### src/rtl/crack_sched.sv
// rtl/crack_sched.sv - round scheduler for a bank of parallel ARC4 key-search units
//
// Assigns each crack unit an interleaved key lane (lane i starts at base + i and
// steps by N_CRACK each round). It releases all units together with a common sync
// pulse once every unit is in standby. The first unit to report a key wins, and the
// other units are cancelled.
//
// Optional feature macro: CRACK_SCHED_ROUND_CNT_EN adds a 24-bit "rounds" output
// counting sync pulses since launch.
//
// Ports:
//   clk, rst_n        clock, asynchronous active-low reset
//   en, rdy           search start request / scheduler idle
//   start_base        first key of the search, latched on an accepted en
//   done              search finished (key found or key space exhausted)
//   key, key_valid    winning key and its qualifier
//   winner            index of the winning unit
//   unit_en           per-unit launch pulse
//   unit_rdy          per-unit ready
//   unit_cancel       per-unit cancel pulse
//   unit_sync         common round-advance pulse
//   unit_standby      per-unit "current key rejected, waiting"
//   unit_start_key    lane start keys, slice [24i+23:24i]
//   key_increment     per-round key step (N_CRACK)
//   unit_key          per-unit reported key
//   unit_key_valid    per-unit key found
//   rounds            (optional) sync pulses since launch

module crack_sched #(
    parameter int N_CRACK = 2,
    parameter int IDX_W   = $clog2(N_CRACK)
) (
    input  logic                    clk,
    input  logic                    rst_n,
    input  logic                    en,
    output logic                    rdy,
    input  logic [23:0]             start_base,
    output logic                    done,
    output logic [23:0]             key,
    output logic                    key_valid,
    output logic [IDX_W-1:0]        winner,
    output logic [N_CRACK-1:0]      unit_en,
    input  logic [N_CRACK-1:0]      unit_rdy,
    output logic [N_CRACK-1:0]      unit_cancel,
    output logic                    unit_sync,
    input  logic [N_CRACK-1:0]      unit_standby,
    output logic [24*N_CRACK-1:0]   unit_start_key,
    output logic [23:0]             key_increment,
    input  logic [24*N_CRACK-1:0]   unit_key,
    input  logic [N_CRACK-1:0]      unit_key_valid
`ifdef CRACK_SCHED_ROUND_CNT_EN
    ,
    output logic [23:0]             rounds
`endif
);

    typedef enum logic [2:0] {
        S_IDLE,
        S_WAIT_RDY,
        S_LAUNCH,
        S_RUN,
        S_SYNC,
        S_HOLD,
        S_FOUND,
        S_EXHAUSTED
    } state_t;

    state_t               state;
    state_t               state_n;
    logic [23:0]          base_q;
    logic [24:0]          cur_q;
    logic [24:0]          cur_step;
    logic [IDX_W-1:0]     win_idx;
    logic [23:0]          win_key;
    logic [N_CRACK-1:0]   cancel_n;

    // Bit 24 of the next round's base marks that the current round already
    // covers the last key of the 24-bit space.
    assign cur_step      = cur_q + 25'(N_CRACK);
    assign key_increment = 24'(N_CRACK);

    for (genvar i = 0; i < N_CRACK; i++) begin : g_lane
        assign unit_start_key[24*i +: 24] = base_q + 24'(i);
    end

    always_ff @(posedge clk or negedge rst_n) begin
        if (!rst_n) begin
            state <= S_IDLE;
        end else begin
            state <= state_n;
        end
    end

    always_comb begin
        state_n  = state;
        cancel_n = '0;
        win_idx  = '0;
        win_key  = '0;
        // Descending scan so the lowest set index is the one left standing.
        for (int i = N_CRACK - 1; i >= 0; i--) begin
            if (unit_key_valid[i]) begin
                win_idx = IDX_W'(i);
                win_key = unit_key[24*i +: 24];
            end
        end
        case (state)
            S_IDLE:     if (en) state_n = S_WAIT_RDY;
            S_WAIT_RDY: if (&unit_rdy) state_n = S_LAUNCH;
            S_LAUNCH:   state_n = S_RUN;
            S_RUN: begin
                // A reported key takes priority over a round ending in the same cycle.
                if (|unit_key_valid) begin
                    state_n  = S_FOUND;
                    cancel_n = ~(N_CRACK'(1) << win_idx);
                end else if (&unit_standby) begin
                    if (cur_step[24]) begin
                        state_n  = S_EXHAUSTED;
                        cancel_n = '1;
                    end else begin
                        state_n = S_SYNC;
                    end
                end
            end
            S_SYNC:     state_n = S_HOLD;
            // HOLD gives the units a cycle to drop standby before RUN looks again.
            S_HOLD:     state_n = S_RUN;
            default:    state_n = state;
        endcase
    end

    // Outputs are registered from the next state so each pulse lines up with
    // the cycle the FSM spends in the corresponding state.
    always_ff @(posedge clk or negedge rst_n) begin
        if (!rst_n) begin
            rdy         <= 1'b1;
            done        <= 1'b0;
            key         <= '0;
            key_valid   <= 1'b0;
            winner      <= '0;
            unit_en     <= '0;
            unit_cancel <= '0;
            unit_sync   <= 1'b0;
            base_q      <= '0;
            cur_q       <= '0;
        end else begin
            rdy         <= (state_n == S_IDLE);
            done        <= (state_n == S_FOUND) || (state_n == S_EXHAUSTED);
            key_valid   <= (state_n == S_FOUND);
            unit_en     <= (state_n == S_LAUNCH) ? '1 : '0;
            unit_sync   <= (state_n == S_SYNC);
            unit_cancel <= cancel_n;
            if (state == S_IDLE && en) begin
                base_q <= start_base;
                cur_q  <= {1'b0, start_base};
            end else if (state_n == S_SYNC) begin
                cur_q <= cur_step;
            end
            if (state == S_RUN && state_n == S_FOUND) begin
                key    <= win_key;
                winner <= win_idx;
            end
        end
    end

`ifdef CRACK_SCHED_ROUND_CNT_EN
    always_ff @(posedge clk or negedge rst_n) begin
        if (!rst_n) begin
            rounds <= '0;
        end else if (state_n == S_LAUNCH) begin
            rounds <= '0;
        end else if (state_n == S_SYNC) begin
            rounds <= rounds + 24'd1;
        end
    end
`endif

endmodule

### config.mk
export PLATFORM = sky130hd
export DESIGN_NAME = crack_sched
export DESIGN_NICKNAME = d
export VERILOG_FILES = /design/src/rtl/crack_sched.sv
export SDC_FILE = /design/constraint.sdc
export NUM_CORES = 1
export LEC_CHECK = 0
export ABC_CLOCK_PERIOD_IN_PS = 3500
export BUFFER_PORTS_ARGS = -buffer_cell sky130_fd_sc_hd__buf_2
export CELL_PAD_IN_SITES_DETAIL_PLACEMENT = 0
export CELL_PAD_IN_SITES_GLOBAL_PLACEMENT = 1
export CORE_ASPECT_RATIO = 1.5
export CORE_UTILIZATION = 38
export CTS_CLUSTER_SIZE = 8
export DETAILED_ROUTE_END_ITERATION = 10
export GPL_TIMING_DRIVEN = 0
export PLACE_DENSITY = 0.95
export SYNTH_ARGS = -nofsm -noshare
export SYNTH_HDL_FRONTEND = slang
export SYNTH_SLANG_ARGS = --single-unit
### constraint.sdc
create_clock -name clk -period 3.5 [get_ports clk]
set_input_delay 0.525 -clock clk [delete_from_list [all_inputs] [get_ports clk]]
set_output_delay 0.525 -clock clk [all_outputs]
set_load 0.1 [all_outputs]
# Word level (Yosys, flattened, before mapping)
# Index checks and enable logic that the tools add are counted.
# totals
ff_bits,85
input_bits,81
output_inout_bits,105
elab_cells,51
# op_classes
add_sub_neg,2
n_eq_ne,9
n_shift,1
mux,17
n_bitwise,1
reduce_logical,10
# ops
operator,n
$mux 25,2
$mux 24,2
$add 25x2->25 const B,1
$add 24x1->24 const B,1
$eq 3x3->1 const B,5
$pmux 3 s5,1
$mux 2,6
$mux 3,4
$eq 3x2->1 const B,3
$logic_not 3->1,2
$reduce_and 2->1,2
$reduce_or 2->1,2
$eq 3x1->1 const B,1
$logic_and 1x1->1,2
$mux 1,2
$not 2->2,1
$reduce_bool 2->1,1
$shl 1x1->2 const A,1
$logic_or 1x1->1,1

# Depth between registers and ports, before layout
# logic_depth
ltp_word,8
mapped_depth,9
mapped_depth_nobuf,7

# Worst setup path after synthesis
# Ideal clock, no wire load.
# synth_timing
kind,flip-flop to output port
from,reg base_q[3]
to,out unit_start_key[40]
arrival_ns,3.758
t_required_ns,2.975
setup_slack_ns,-0.783
path_stages_with_launch,7
path_buffers,0
path_cell_list,dfrtp_1 > and4_1 > and3_1 > nand3_1 > nor3_1 > nand3_1 > xnor2_1
# synth_via
elab_chain_cells,1
# synth_lines
item,line_no,text
"start, declared",70,logic [23:0] base_q;
"start signal, assigned",153,base_q <= start_base;
$add 24x1->24,83,assign unit_start_key[24*i +: 24] = base_q + 24'(i);
"end, declared",47,"output logic [24*N_CRACK-1:0] unit_start_key,"
# No other way between the ends.

# Worst setup path after layout
# layout_timing
from,reg base_q[2]
to,out unit_start_key[43]
# The elaborated chain is that of the path after synthesis.

==> results.md <==
- Vias per cell: 5.21
- DRT Wirelength: 13600 microns
- Die width: 92.9 microns
- Largest net degree at the start of global routing: 55
- 1st-iter DRT viols: 218
- Post-synth top area cell: dfrtp_1
- Reg clk slew, reported paths: 0.06 ns
- Number of I/O pins: 186
- Crit. Startpoint: base_q[2]
- Initial antenna violation count: 0
- Placed Area: 6030 sq um
- F_max: 307 MHz
- Gate Count Post-Synth: 540
- CP Capture Type: output pin
- # port buffers: 160
- Number of global-route vias before repair: 4578
- HPWL Detailed: 10500 microns
- Ys flop type: dfrtp_1
- CTS tree: yes
- Synth cell count leaders: nand2_1 (91), dfrtp_1 (82), o21ai_0 (45)
- PostCTS Resize Cnt: 1
- Register area share after synthesis: 44.1%
- WL/cell: 15.3 microns
- Clock Tree Root: clkbuf_16
- Signal arrival time at the worst endpoint: 2.73 ns
- Yosys warning count: 0
- CTS buffer count: 9
- CP required: 2.97 ns
- Count leader, synth: nand2_1
- Max clock buf depth: 2
- Total grt overflow: 0
- Reg-to-reg critical path startpoint: cur_q[4]
- Post-CTS setup buffers: 0
- Max cap viols: 0
- Final Cell Area: 6370 sq um
- Die Y: 138 microns
- Flops & latches, synth: 83
- Clock tree sinks: 83
- Kind of start point of the critical path: flip-flop
- Placed insts: 876
- Synthesized cell area: 4710 sq um
- Run status: finished clean
- Total power: 4.99 mW
- H-tree depth: 3
- RSZ-0062 raised after global routing: no
- Top post-synthesis cells by area: dfrtp_1 (44%), nand2_1 (7.2%), xnor2_1 (5.8%)
- Fin. max-slew vios: 0
- GPL Wtd Cong: 0.903
- Remaining antenna violation count after routing: 0
- VDD IR-drop max: 0.343 mV
- Setup violations, final: 0
- CTS Hold Bufs: 0
- Final core utilization: 53.0%
- Share of layout cells above drive strength 1: 31.7%
- Post-synthesis async set-or-reset flop share: 100%
- Final non-filler cell total: 891
- Critical path peak fanout: 9
- Cell area power density: 783 nW/um^2
- Ant. Diodes: 0
- Slew HR: 63.0%
- Skew-Pair Late Insertion Delay: 0.35 ns
- Total global-route track usage: 21.9%
- Syn avg cell area: 8.73 sq um
- Filler cell count: 1146
- Yosys top cell area share: 43.5%
- Min cycle time layout: 3.26 ns
- Area growth syn-to-layout: 35.1%
- Cell variety after synth: 47
- Die area: 12900 sq um
- R2R depth: 7
- Crit path kind: reg -> out
- Final hold viol count: 0
- DR vias: 4641
- Leak Pwr: 2.94 nW
- Final worst-path cycle share: 93.1%
- Row count: 49
- Number of synthesized flops with an enable pin: 0
- # DRC: 0
- Pre-antenna DRT Iters: 4
- First-pass GRT wire length: 22400 microns
- Initial core utilization: 39.2%
- Final clock skew: 0.00899 ns
- Worst Max-Slew Pin Slew: 0.555 ns
- Worst Hold Class: in -> async
- Core box area: 12000 sq um
- Final #Nets: 817
[worst max-delay path, cell delays in order, from the launching register on]
cell	delay [ns]
dfrtp_1	0.33
clkbuf_1	0.37
nand3_1	0.31
nor3_1	0.22
and3_1	0.32
nand3_1	0.22
xnor2_4	0.17
buf_2	0.44
[worst paths after layout]
| kind | endpoint | slack [ns] |
|---|---|---|
| max in group asynchronous | unit_cancel[0] | 2.77 |
| hold / removal | base_q[3] | 0.11 |
| hold reg to reg | winner | 0.50 |
| min in group clk | base_q[4] | 0.39 |
| setup reg to reg | cur_q[21] | 0.98 |
| setup / recovery | unit_start_key[43] | 0.24 |
[area by class of cell]
type	count	area [sq um]	area share, %
well taps	153	191	3.01
repair buffers	161	836	13.1
clock buffers	9	225	3.54
inverters	12	45.0	0.707
flip-flops and latches	83	2080	32.6
multi-input cells	410	2580	40.5
clock inverters	6	91.3	1.43
plain buffers	57	320	5.03
[state kept, by name (all words and copies together), names as in the netlist]
| register | count |
|---|---|
| unit_sync | 1 |
| rdy | 1 |
| state | 3 |
| unit_en | 1 |
| done | 1 |
| cur_q | 24 |
| base_q | 24 |
| key | 24 |
| unit_cancel | 2 |
| key_valid | 1 |
| winner | 1 |
[metal layers]
metal  part of all wire, %  track usage [%]  routed length [microns]
met5                     0                0                        0
met4                   1.7             8.02                      238
met1                    38             24.6                     5110
met2                    54             40.4                     7410
met3                   6.3             3.69                      852
[cell families after synthesis]
group / Yosys count / share of synthesized area, %
other: 2 / 0.159
AND/OR/NAND/NOR: 229 / 24.7
XOR/XNOR: 43 / 7.99
buffers and inverters: 69 / 7.75
adder cells (fa/ha/maj): 2 / 0.531
AO/OA/AOI/OAI: 112 / 14.7
flip-flops: 83 / 44.1
[placed cells by master (no fill, tap or decap), drive strengths merged, types with 3 or more instances in the layout]
| cell type | count |
|---|---|
| buf | 191 |
| nand2 | 91 |
| dfrtp | 82 |
| o21ai | 45 |
| clkbuf | 36 |
| xnor2 | 31 |
| a31oi | 28 |
| nor2 | 25 |
| nor2b | 25 |
| a22oi | 25 |
| nand3 | 24 |
| conb | 24 |
| nand4 | 14 |
| inv | 12 |
| xor2 | 12 |
| nor3 | 11 |
| nor4 | 10 |
| and3 | 5 |
| or4 | 4 |
| a21oi | 4 |
| nand4b | 4 |
| clkinv | 4 |
| nor4b | 3 |
| or3 | 3 |
[per-stage QoR]
step	hold WS, ns	setup TNS, ns	setup slack (ns)
floorplan	0.229	-1.44	-0.437
global placement	0.477	0	0.107
detailed placement	0.490	0	0.0334
CTS	0.124	0	0.0626
global route	0.145	0	0.0148
finish	0.111	0	0.242
[power breakdown]
group / internal, mW / switching [mW]
clock: 0.623 / 0.406
combinational: 0.483 / 2.05
sequential: 1.16 / 0.266
total: 2.27 / 2.72
No activity file was read; power rests on OpenSTA's default activity.
